## src/rtl/cpu_pkg.sv

```systemverilog
// cpu_pkg: seven-segment codes, decimal display limit and display FSM state type
package cpu_pkg;
  localparam logic [6:0] SEG_BLANK = 7'b1111111;
  localparam logic [6:0] SEG_DASH = 7'b0111111;
  localparam logic [15:0][6:0] SEG = {
    7'b0001110, 7'b0000110, 7'b0100001, 7'b1000110,
    7'b0000011, 7'b0001000, 7'b0010000, 7'b0000000,
    7'b1111000, 7'b0000010, 7'b0010010, 7'b0011001,
    7'b0110000, 7'b0100100, 7'b1111001, 7'b1000000
  };
  localparam logic [31:0] DEC_MAX = 32'd99_999_999;
  typedef enum logic [1:0] {ST_IDLE, ST_SHIFT, ST_COMMIT} disp_state_e;
endpackage

```

## src/rtl/gpio_hex_display_hexdriver.sv

```systemverilog
// hexdriver: combinational nibble to active-low gfedcba segment decoder (nib_i -> seg_o)
module hexdriver
  import cpu_pkg::*;
(
  input  logic [3:0] nib_i,
  output logic [6:0] seg_o
);
  assign seg_o = SEG[nib_i];
endmodule

```

## src/rtl/gpio_hex_display.sv

```systemverilog
// gpio_hex_display: latches CPU display writes, converts to BCD or hex, drives HEX0..HEX7
// Ports: clk/rst_n, wr_en/wr_data capture, busy/done/overflow status, HEX0..HEX7 active-low segments.
module gpio_hex_display
  import cpu_pkg::*;
#(
  parameter int DECIMAL  = 1,
  parameter int BLANK_LZ = 1,
  parameter int NDIG     = 8
) (
  input  logic        clk,
  input  logic        rst_n,
  input  logic        wr_en,
  input  logic [31:0] wr_data,
  output logic        busy,
  output logic        done,
  output logic        overflow,
  output logic [6:0]  HEX0,
  output logic [6:0]  HEX1,
  output logic [6:0]  HEX2,
  output logic [6:0]  HEX3,
  output logic [6:0]  HEX4,
  output logic [6:0]  HEX5,
  output logic [6:0]  HEX6,
  output logic [6:0]  HEX7
);
  if (NDIG != 8) begin : g_bad_ndig
    $error("gpio_hex_display supports NDIG=8 only");
  end
  disp_state_e state_q, state_d;
  logic [31:0] bin_q, bin_d, bcd_q, bcd_d, adj, src;
  logic [4:0] cnt_q, cnt_d;
  logic ovf_pend_q, ovf_pend_d, busy_q, done_q, ovf_q, commit;
  logic [8:0] lz;
  logic [6:0] seg [8];
  logic [6:0] hex_d [8];
  logic [6:0] hex_q [8];
  assign commit = state_q == ST_COMMIT;
  always_comb begin
    adj = bcd_q;
    for (int i = 0; i < 8; i++)
      adj[4*i +: 4] = bcd_q[4*i +: 4] >= 4'd5 ? bcd_q[4*i +: 4] + 4'd3 : bcd_q[4*i +: 4];
  end
  // a write always wins: it restarts any conversion, while a commit in flight still lands
  always_comb begin
    state_d = state_q;
    bin_d = bin_q;
    bcd_d = bcd_q;
    cnt_d = cnt_q;
    ovf_pend_d = ovf_pend_q;
    if (wr_en) begin
      bin_d = wr_data;
      bcd_d = '0;
      cnt_d = '0;
      ovf_pend_d = DECIMAL != 0 && wr_data > DEC_MAX;
      state_d = DECIMAL != 0 ? ST_SHIFT : ST_COMMIT;
    end else if (state_q == ST_SHIFT) begin
      {bcd_d, bin_d} = {adj, bin_q} << 1;
      cnt_d = cnt_q + 5'd1;
      state_d = cnt_q == 5'd31 ? ST_COMMIT : ST_SHIFT;
    end else if (commit) begin
      state_d = ST_IDLE;
    end
  end
  assign src = DECIMAL != 0 ? bcd_q : bin_q;
  // lz[i]: digit i and everything above it are zero; HEX0 is never blanked
  always_comb begin
    lz = 9'h100;
    for (int i = 7; i >= 1; i--) lz[i] = lz[i+1] && src[4*i +: 4] == 4'd0;
  end
  for (genvar g = 0; g < 8; g++) begin : g_dig
    hexdriver u_hex (.nib_i(src[4*g +: 4]), .seg_o(seg[g]));
    assign hex_d[g] = ovf_pend_q ? SEG_DASH : (BLANK_LZ != 0 && lz[g]) ? SEG_BLANK : seg[g];
  end
  always_ff @(posedge clk or negedge rst_n) begin
    if (!rst_n) begin
      state_q <= ST_IDLE;
      bin_q <= '0;
      bcd_q <= '0;
      cnt_q <= '0;
      ovf_pend_q <= 1'b0;
      busy_q <= 1'b0;
      done_q <= 1'b0;
      ovf_q <= 1'b0;
      hex_q <= '{0: SEG[0], default: SEG_BLANK};
    end else begin
      state_q <= state_d;
      bin_q <= bin_d;
      bcd_q <= bcd_d;
      cnt_q <= cnt_d;
      ovf_pend_q <= ovf_pend_d;
      busy_q <= state_d != ST_IDLE;
      done_q <= commit;
      if (commit) begin
        hex_q <= hex_d;
        ovf_q <= ovf_pend_q;
      end
    end
  end
  assign busy = busy_q;
  assign done = done_q;
  assign overflow = ovf_q;
  assign HEX0 = hex_q[0];
  assign HEX1 = hex_q[1];
  assign HEX2 = hex_q[2];
  assign HEX3 = hex_q[3];
  assign HEX4 = hex_q[4];
  assign HEX5 = hex_q[5];
  assign HEX6 = hex_q[6];
  assign HEX7 = hex_q[7];
endmodule

```

## config.mk

```make
export PLATFORM = sky130hd
export DESIGN_NAME = gpio_hex_display
export DESIGN_NICKNAME = d
export VERILOG_FILES = /design/src/rtl/cpu_pkg.sv /design/src/rtl/gpio_hex_display_hexdriver.sv /design/src/rtl/gpio_hex_display.sv
export SDC_FILE = /design/constraint.sdc
export NUM_CORES = 1
export LEC_CHECK = 0
export ABC_AREA = 1
export BUFFER_PORTS_ARGS = -buffer_cell sky130_fd_sc_hd__buf_2
export CORE_ASPECT_RATIO = 0.5
export CORE_MARGIN = 4
export CORE_UTILIZATION = 50
export CTS_CLUSTER_SIZE = 24
export DETAILED_ROUTE_END_ITERATION = 10
export PLACE_DENSITY = 0.77
export SLEW_MARGIN = 10
export SYNTH_ARGS = -nofsm -noshare
export SYNTH_HDL_FRONTEND = slang
export SYNTH_SLANG_ARGS = --single-unit
```

## constraint.sdc

```tcl
create_clock -name clk -period 2.45 [get_ports clk]
set_clock_uncertainty 0.15 [all_clocks]
set_input_delay 0 -clock clk [delete_from_list [all_inputs] [get_ports clk]]
set_output_delay 0 -clock clk [all_outputs]
set_load 0.01 [all_outputs]
```

==> results_tabular.tex, run 1 <==
\begin{tabular}{lr}
\hline
Metric & Value \\
\hline
\multicolumn{2}{l}{\textbf{Critical path}} \\
Critical path data arrival time & 2.27 ns \\
Type of origin of the critical path & flop \\
Crit Reg-Reg Endpoint & HEX2[2]\$\_DFFE\_PN1P\_ \\
Last element of the critical path & HEX2[2]\$\_DFFE\_PN1P\_ \\
Flop-to-flop setup slack & 0.39 ns \\
Worst r2r path cells & 10 \\
Largest fanout on the critical path & 7 \\
Launch point of the worst reg-to-reg path & bcd\_q[20]\$\_DFFE\_PN0P\_ \\
Class of the most critical setup path & flop to flop \\
Data required time of the worst path & 2.66 ns \\
Critical Path Sink Type & flop \\
CP startpoint & bcd\_q[20]\$\_DFFE\_PN0P\_ \\
\multicolumn{2}{l}{\textbf{Drt}} \\
Post-route DRC violation count & 0 \\
DR pass1 iterations & 5 \\
Via total after detailed routing & 7035 \\
Mean routed wirelength per cell & 16.2 um \\
Post-DR vias/cell & 5.59 \\
Number of violations reported at the end of detailed-routing iteration 0 & 640 \\
Number of antenna-violating nets in the routed design & 0 \\
Drt total wl & 20.4 mm \\
\multicolumn{2}{l}{\textbf{Yosys}} \\
Post-synthesis instance total & 919 \\
Flops \& latches, synth & 131 \\
Flip-flop cell with the highest count after synthesis & sky130\_fd\_sc\_hd\_\_dfrtp\_1 \\
Share of the synthesized area in the top cell type & 26.8\% \\
Cell types with the largest area share after synthesis & sky130\_fd\_sc\_hd\_\_dfrtp\_1, sky130\_fd\_sc\_hd\_\_dfstp\_2, sky130\_fd\_sc\_hd\_\_ha\_1 \\
Number of enable flip-flop cells after synthesis & 0 \\
Async set-reset flop share out of synthesis & 100\% \\
Mapped Nets & 1004 \\
Cell type contributing the most total cell area after synthesis & sky130\_fd\_sc\_hd\_\_dfrtp\_1 \\
Yosys cell types & 47 \\
Number of warnings reported in the yosys synthesis log & 0 \\
Post-synthesis instance area & 7560 sq um \\
Post-synthesis sequential area ratio & 44.2\% \\
Average instance area after synthesis & 8.23 sq um \\
\multicolumn{2}{l}{\textbf{Clock network}} \\
Clock latency at the later pin of the worst-skew pair & 0.42 ns \\
Clock transition at path regs & 0.06 ns \\
Clock tree root buffer cell & sky130\_fd\_sc\_hd\_\_clkbuf\_16 \\
H-tree levels & 4 \\
Post-CTS setup buffers & 0 \\
CTS buffer count & 17 \\
Clock sink count & 131 \\
Max Buffers Root-to-Sink & 2 \\
CTS tree & built \\
\multicolumn{2}{l}{\textbf{Job}} \\
Number of max-cap violations & 0 \\
\multicolumn{2}{l}{\textbf{STA}} \\
Minimum setup slack in the final design & 0.393 ns \\
Final hold violation count & 0 \\
Period utilization & 84.0\% \\
Minimum hold slack & 0.0246 ns \\
Fmax & 486 MHz \\
Slew HR & 48.2\% \\
RSZ-0062 raised after global routing & no \\
Actual transition at the worst max-transition pin & 0.776 ns \\
\# setup viols final & 0 \\
Slew Viols, Final & 0 \\
Final-layout setup total negative slack & 0 ns \\
Final period demand of the worst path & 2.06 ns \\
\multicolumn{2}{l}{\textbf{Layout}} \\
Net total in the final layout & 1133 \\
Most frequent standard cell in the layout excluding fill and tap cells & sky130\_fd\_sc\_hd\_\_nand2\_1 \\
Layout Area Growth over Synthesis & 23.0\% \\
Post-Layout Cell Count & 1259 \\
Most frequent cells in the layout & sky130\_fd\_sc\_hd\_\_nand2\_1, sky130\_fd\_sc\_hd\_\_inv\_1, sky130\_fd\_sc\_hd\_\_o21ai\_0 \\
Antenna cell count & 0 \\
Share of layout cells above drive strength 1 & 20.1\% \\
\multicolumn{2}{l}{\textbf{Global routing}} \\
Pin count of the biggest net entering global routing & 55 \\
GRT Total Usage & 24.2\% \\
Antenna violations before repair & 0 \\
Grt ovf & 0 \\
Global-route wire length before repair & 34.0 mm \\
Number of global-route vias before repair & 7007 \\
\multicolumn{2}{l}{\textbf{Place}} \\
DPL Wire Length & 12.8 mm \\
Worst setup slack before clock tree synthesis & 0.421 ns \\
Weighted congestion at the end of routability-driven global placement & 0.900 \\
Number of cells after detailed placement & 1179 \\
Port Buffers & 93 \\
\multicolumn{2}{l}{\textbf{Power}} \\
Cell Pwr Density & 796 nW/um\^{}2 \\
Static power due to leakage & 4.37 nW \\
Peak VDD IR & 0.542 mV \\
\multicolumn{2}{l}{\textbf{Floorplanning}} \\
Floorplan die width & 182 um \\
Vertical die dimension & 94.9 um \\
Effective utilization at floorplan & 51.7\% \\
Die ar. & 17300 sq um \\
IO Count & 94 \\
Placement row count & 31 \\
Core area & 14600 sq um \\
\multicolumn{2}{l}{\textbf{Min path}} \\
Hold crit path type & primary input to flop \\
\multicolumn{2}{l}{\textbf{Outcome}} \\
Run status & finished clean \\
\hline
\end{tabular}
-- worst min path at each step --
stage          startpoint               endpoint  slack [ns]  cells past startpoint
4_1_cts             wr_en   bin_q[5]$_DFFE_PN0P_       0.002                      3
3_5_place_dp        rst_n   bin_q[9]$_DFFE_PN0P_       -0.17                      1
6_report            wr_en  bin_q[24]$_DFFE_PN0P_        0.02                      3
3_3_place_gp        rst_n  bin_q[10]$_DFFE_PN0P_       -0.16                      1
2_1_floorplan       rst_n    HEX0[0]$_DFFE_PN0P_       -0.45                      0
5_1_grt             wr_en  bin_q[24]$_DFFE_PN0P_        0.04                      3
-- synthesized netlist by cell type (all sizes together), types with 5 or more instances --
library cell and n:
dfrtp 81, a22oi 8, nor3 6, or2 7, dfstp 50, ha 50, o221ai 16, o211ai 23
nor2 92, inv 107, buf 16, a21oi 60, a31oi 16, o21ai 99, nand2 169, a41oi 5
nand3 41, o22ai 15, clkinv 6, clkbuf 24
-- where the power goes --
part           internal [W]  switching (W)  total (W)
logic              0.000694        0.00114    0.00183
clock network       0.00167        0.00102    0.00268
registers           0.00263       0.000261    0.00289
-- worst max-delay path, cell delays in order (launching register included) --
cell and delay, ns:
sky130_fd_sc_hd__dfrtp_1 0.44, sky130_fd_sc_hd__inv_1 0.21, sky130_fd_sc_hd__ha_1 0.24, sky130_fd_sc_hd__inv_1 0.09
sky130_fd_sc_hd__nor2_2 0.21, sky130_fd_sc_hd__nand3_4 0.15, sky130_fd_sc_hd__nor2_4 0.17, sky130_fd_sc_hd__nand2_2 0.13
sky130_fd_sc_hd__nand3b_1 0.12, sky130_fd_sc_hd__nand2_1 0.05, sky130_fd_sc_hd__inv_1 0.05
-- registers in the layout, summed over array words and instances, names as in the netlist --
| register | cells |
|---|---|
| HEX5 | 7 |
| ovf_pend_q | 1 |
| HEX2 | 7 |
| state_q | 2 |
| HEX4 | 7 |
| HEX3 | 7 |
| HEX6 | 7 |
| HEX7 | 7 |
| busy | 1 |
| done | 1 |
| bcd_q | 32 |
| HEX1 | 7 |
| bin_q | 32 |
| HEX0 | 7 |
| cnt_q | 5 |
| overflow | 1 |
-- repair_timing --
item | CTS | global route
setup endpoints to repair | 0 | 0
endpoints found under the hold margin | 114 | 0
resized for setup | 0 | 0
hold buffers | 48 | 0
-- cells by family (layout without fill, tap and decap cells) --
group                      count (synthesis)  in the layout  synth area share, %
buffers and inverters                    153            295                 8.11
xor gates and xnor gates                   1              1                0.116
DFF                                      131            131                 44.2
AOI/OAI and AO/OA                        260            260                 20.6
adders and majority gates                 50             50                 8.28
and+or+nand+nor                          324            324                 18.7
-- layout make-up --
cell class | count | area [sq um]
inverter | 113 | 425
clock inverter | 11 | 151
clock buffer | 21 | 460
sequential | 131 | 3340
timing repair buffer | 150 | 1060
multi-input combinational | 635 | 3610
fill | 1210 | 5330
tap | 198 | 248
-- routing by layer --
layer	track usage, %	vias up	routed length, um
li1	-	3366	-
met1	30.7	3384	8770
met2	41.4	236	9910
met3	5.81	49	1220
met4	8.24	0	496
met5	0	-	0
-- through the flow --
stage / power [W] / util, % / cell area (sq um)
3_5_place_dp: 0.00468 / 56.0 / 8200
6_report: 0.00740 / 63.6 / 9300
4_1_cts: 0.00743 / 63.6 / 9300
3_3_place_gp: 0.00463 / 56.0 / 8200
2_1_floorplan: 0.00407 / - / 7560
5_1_grt: 0.00781 / 63.6 / 9300
Power figures use the tool's default switching activity.
==> run 2: changes to the inputs <==
--- a/config.mk
+++ b/config.mk
@@ -5,14 +5,14 @@
 export SDC_FILE = /design/constraint.sdc
 export NUM_CORES = 1
 export LEC_CHECK = 0
-export ABC_AREA = 1
+export ABC_AREA = 0
 export BUFFER_PORTS_ARGS = -buffer_cell sky130_fd_sc_hd__buf_2
 export CORE_ASPECT_RATIO = 0.5
 export CORE_MARGIN = 4
 export CORE_UTILIZATION = 50
 export CTS_CLUSTER_SIZE = 24
 export DETAILED_ROUTE_END_ITERATION = 10
-export PLACE_DENSITY = 0.77
+export PLACE_DENSITY = 0.8
 export SLEW_MARGIN = 10
 export SYNTH_ARGS = -nofsm -noshare
 export SYNTH_HDL_FRONTEND = slang
==> constraint.sdc (replaced) <==
create_clock -name clk -period 1.7 [get_ports clk]
set_clock_uncertainty 0.15 [all_clocks]
set_input_delay 0 -clock clk [delete_from_list [all_inputs] [get_ports clk]]
set_output_delay 0 -clock clk [all_outputs]
set_load 0.01 [all_outputs]
==> results_tabular.tex, run 2 <==
\begin{tabular}{lr}
\hline
Metric & Value \\
\hline
\multicolumn{2}{l}{\textbf{Yosys}} \\
Post-synthesis sequential area ratio & 43.2\% (-1.0 points) \\
Number of enable flip-flop cells after synthesis & 0 (unchanged) \\
Post-synthesis instance total & 841 (-8.5\%) \\
Cell types with the largest area share after synthesis & sky130\_fd\_sc\_hd\_\_dfrtp\_1, sky130\_fd\_sc\_hd\_\_dfstp\_2, sky130\_fd\_sc\_hd\_\_ha\_1 \\
Flops \& latches, synth & 131 (unchanged) \\
Synth top cells by count & sky130\_fd\_sc\_hd\_\_o21ai\_0, sky130\_fd\_sc\_hd\_\_dfrtp\_1, sky130\_fd\_sc\_hd\_\_nand2\_1, sky130\_fd\_sc\_hd\_\_a21oi\_1, sky130\_fd\_sc\_hd\_\_nor2\_1 \\
Cell type contributing the most total cell area after synthesis & sky130\_fd\_sc\_hd\_\_dfrtp\_1 \\
Flip-flop cell with the highest count after synthesis & sky130\_fd\_sc\_hd\_\_dfrtp\_1 \\
Most numerous cell in the Yosys netlist & sky130\_fd\_sc\_hd\_\_o21ai\_0 \\
Async set-reset flop share out of synthesis & 100\% (unchanged) \\
Share of the synthesized area in the top cell type & 26.2\% (-0.63 points) \\
Number of warnings reported in the yosys synthesis log & 0 (unchanged) \\
Post-synthesis instance area & 7740 sq um (+2.4\%) \\
Average instance area after synthesis & 9.20 sq um (+12\%) \\
Mapped Nets & 926 (-7.8\%) \\
Yosys cell types & 59 (+26\%) \\
\multicolumn{2}{l}{\textbf{STA}} \\
Final period demand of the worst path & 2.10 ns (+0.0403 ns) \\
Slew Viols, Final & 0 (unchanged) \\
Final-layout setup total negative slack & -14.57 ns (-14.57 ns) \\
Minimum setup slack in the final design & -0.397 ns (-0.790 ns) \\
Period utilization & 123\% (+39 points) \\
Actual transition at the worst max-transition pin & 0.457 ns (-0.319 ns) \\
Slew HR & 69.5\% (+21 points) \\
Final hold violation count & 0 (unchanged) \\
RSZ-0062 raised after global routing & yes \\
\# setup viols final & 54 (+54) \\
Fmax & 477 MHz (-1.9\%) \\
Minimum hold slack & 0.225 ns (+0.200 ns) \\
\multicolumn{2}{l}{\textbf{Critical path}} \\
Largest fanout on the critical path & 9 (+2) \\
Type of origin of the critical path & flop \\
Critical path data arrival time & 2.31 ns (+0.04 ns) \\
Delay of the slowest cell on the worst path & 0.41 ns (-0.03 ns) \\
CP startpoint & bcd\_q[28]\$\_DFFE\_PN0P\_ \\
Crit Reg-Reg Endpoint & HEX1[0]\$\_DFFE\_PN1P\_ \\
Class of the most critical setup path & flop to flop \\
Flop-to-flop setup slack & -0.40 ns (-0.79 ns) \\
Max stage delay cell, worst path & sky130\_fd\_sc\_hd\_\_or3b\_4 \\
Launch point of the worst reg-to-reg path & bcd\_q[28]\$\_DFFE\_PN0P\_ \\
Worst r2r path cells & 7 (-3) \\
Data required time of the worst path & 1.92 ns (-0.74 ns) \\
Critical Path Sink Type & flop \\
Last element of the critical path & HEX1[0]\$\_DFFE\_PN1P\_ \\
CP Cell Sequence & inv\_2 -> ha\_4 -> or3b\_4 -> nor4\_4 -> buf\_6 -> a31o\_4 -> o22a\_1 \\
\multicolumn{2}{l}{\textbf{Global routing}} \\
Pin count of the biggest net entering global routing & 88 (+60\%) \\
Global-route wire length before repair & 36.8 mm (+8.0\%) \\
Number of global-route vias before repair & 7537 (+7.6\%) \\
Grt ovf & 0 (unchanged) \\
GRT Total Usage & 25.9\% (+1.7 points) \\
Antenna violations before repair & 0 (unchanged) \\
\multicolumn{2}{l}{\textbf{Floorplanning}} \\
Core area & 14800 sq um (+1.3\%) \\
Placement row count & 31 (unchanged) \\
IO Count & 94 (unchanged) \\
Effective utilization at floorplan & 52.2\% (+0.55 points) \\
Vertical die dimension & 96.0 um (+1.1\%) \\
Floorplan die width & 184 um (+1.1\%) \\
Die ar. & 17700 sq um (+2.2\%) \\
\multicolumn{2}{l}{\textbf{Drt}} \\
Number of violations reported at the end of detailed-routing iteration 0 & 579 (-9.5\%) \\
Mean routed wirelength per cell & 19.2 um (+18\%) \\
Via total after detailed routing & 7550 (+7.3\%) \\
Number of antenna-violating nets in the routed design & 0 (unchanged) \\
Post-DR vias/cell & 5.93 (+6.1\%) \\
DR pass1 iterations & 6 (+1) \\
Drt total wl & 24.4 mm (+20\%) \\
Post-route DRC violation count & 0 (unchanged) \\
\multicolumn{2}{l}{\textbf{Layout}} \\
Most frequent standard cell in the layout excluding fill and tap cells & sky130\_fd\_sc\_hd\_\_buf\_2 \\
Utilization after layout & 74.4\% (+11 points) \\
Most frequent cells in the layout & sky130\_fd\_sc\_hd\_\_buf\_2, sky130\_fd\_sc\_hd\_\_buf\_4, sky130\_fd\_sc\_hd\_\_dfrtp\_1, sky130\_fd\_sc\_hd\_\_nand2\_1, sky130\_fd\_sc\_hd\_\_o21ai\_0 \\
Sequential cell area in the final layout & 3340 sq um (+0.11\%) \\
Net total in the final layout & 1148 (+1.3\%) \\
Total area of multi-input combinational cells & 4590 sq um (+27\%) \\
Layout Area Growth over Synthesis & 42.4\% \\
Filler cells & 938 (-22\%) \\
Largest registers in the final layout & bcd\_q (32), bin\_q (32) \\
Antenna cell count & 0 (unchanged) \\
Share of layout cells above drive strength 1 & 36.7\% (+17 points) \\
\multicolumn{2}{l}{\textbf{Clock network}} \\
Max Buffers Root-to-Sink & 2 (unchanged) \\
CTS buffer count & 17 (unchanged) \\
Clock transition at path regs & 0.06 ns (about the same) \\
CTS tree & built \\
Clock sink count & 131 (unchanged) \\
Clock tree root buffer cell & sky130\_fd\_sc\_hd\_\_clkbuf\_16 \\
H-tree levels & 4 (unchanged) \\
Clock latency at the later pin of the worst-skew pair & 0.43 ns (about the same) \\
\multicolumn{2}{l}{\textbf{Power}} \\
Sequential group share of total power & 35.6\% (-3.5 points) \\
Sw power & 0.00284 W (+18\%) \\
Share of total power in combinational logic & 22.8\% (-1.9 points) \\
Cell Pwr Density & 865 nW/um\^{}2 (+8.6\%) \\
Static power due to leakage & 4.98 nW (+14\%) \\
Cell internal power dissipation & 0.00669 W (+34\%) \\
Peak VDD IR & 0.632 mV (+17\%) \\
Switching part of the total power & 29.8\% (-2.8 points) \\
Relative contribution of the clock network to total power & 41.5\% (+5.3 points) \\
\multicolumn{2}{l}{\textbf{Outcome}} \\
Failing checks & negative setup slack \\
Run status & finished with violations \\
\multicolumn{2}{l}{\textbf{Place}} \\
Weighted congestion at the end of routability-driven global placement & 0.870 (-3.4\%) \\
DPL Wire Length & 13.2 mm (+3.2\%) \\
Port Buffers & 93 (unchanged) \\
\multicolumn{2}{l}{\textbf{Job}} \\
Number of max-cap violations & 0 (unchanged) \\
\multicolumn{2}{l}{\textbf{Min path}} \\
Hold crit path type & primary input to flop \\
\hline
\end{tabular}
[run 2: cell count changes in the layout (fill, tap and decap cells not counted), sizes merged, moves of 15 or more]
cell	change
nand2b	+17
o221ai	-15
buf	+97
nor2	-26
dlygate4sd3	+16
mux2i	+52
a211oi	+16
nand2	-89
inv	-70
o211ai	-19
nand3	-17
[run 2: cell type report]
cell class | instances | share of cell area [%]
Sequential cell | 131 | 30.3
Multi-Input combinational cell | 612 | 41.6
Clock inverter | 13 | 1.53
Inverter | 36 | 1.26
Clock buffer | 19 | 4.12
Tap cell | 198 | 2.25
Timing Repair Buffer | 265 | 18.9
[run 2: cells by family (layout without fill, tap and decap cells)]
logic type | after synthesis | count (layout) | synth area share (%)
DFF | 131 | 131 | 43.2
muxes | 59 | 59 | 8.32
adders and majority gates | 50 | 50 | 8.08
AOI/OAI and AO/OA | 245 | 245 | 18.9
and+or+nand+nor | 246 | 246 | 15.3
xor gates and xnor gates | 12 | 12 | 1.36
buffers and inverters | 98 | 333 | 4.82
[run 2: metal layers]
layer	vias to the layer above	global-route usage (%)	share of wire, %
li1	3422	-	-
met1	3701	31.1	40
met2	338	46.6	50
met3	89	6.27	6.4
met4	0	8.55	3.6
met5	-	0	0
[run 2: per-stage QoR]
stage | cell area, sq um | setup slack, ns | total power (W) | std cells
6_report | 11000 | -0.397 | 0.00953 | 1274
5_1_grt | 11000 | -0.460 | 0.00987 | 1274
4_1_cts | 10600 | -0.333 | 0.00928 | 1263
3_5_place_dp | 9070 | -0.384 | 0.00506 | 1164
3_3_place_gp | 9070 | -0.342 | 0.00499 | 1164
2_1_floorplan | 7800 | -0.426 | 0.00443 | 841
[run 2: timing repair]
action	in CTS	in global routing
hold buffers	63	1
pin swaps	10	31
buffers inserted	4	17
gates cloned	0	1
setup endpoints to repair	66	97
gates resized for setup	63	73
hold endpoints to repair	175	18
[run 2: power by group through the flow]
stage / clock network [W] / registers [W] / logic [W]
finish: 0.00396 / 0.00340 / 0.00217
detailed placement: 0 / 0.00343 / 0.00163
global placement: 0 / 0.00342 / 0.00157
global route: 0.00411 / 0.00341 / 0.00235
floorplan: 0 / 0.00340 / 0.00103
CTS: 0.00396 / 0.00338 / 0.00193
[run 2: worst max-delay path: cells and delay by family, from the launching register on]
kind            cells  cell delay [ns]
flops               1             0.40
fa+ha+maj           1             0.14
compound gates      2             0.33
buf+inv             2             0.29
simple gates        2             0.72
[run 2: how the worst min path moves through the flow]
stage	cells past startpoint	startpoint	endpoint
4_1_cts	3	rst_n	bcd_q[1]$_DFFE_PN0P_
2_1_floorplan	0	rst_n	HEX0[0]$_DFFE_PN0P_
3_5_place_dp	1	rst_n	bin_q[11]$_DFFE_PN0P_
3_3_place_gp	1	rst_n	bin_q[11]$_DFFE_PN0P_
6_report	4	wr_data[11]	bin_q[11]$_DFFE_PN0P_
5_1_grt	4	wr_data[0]	bin_q[0]$_DFFE_PN0P_
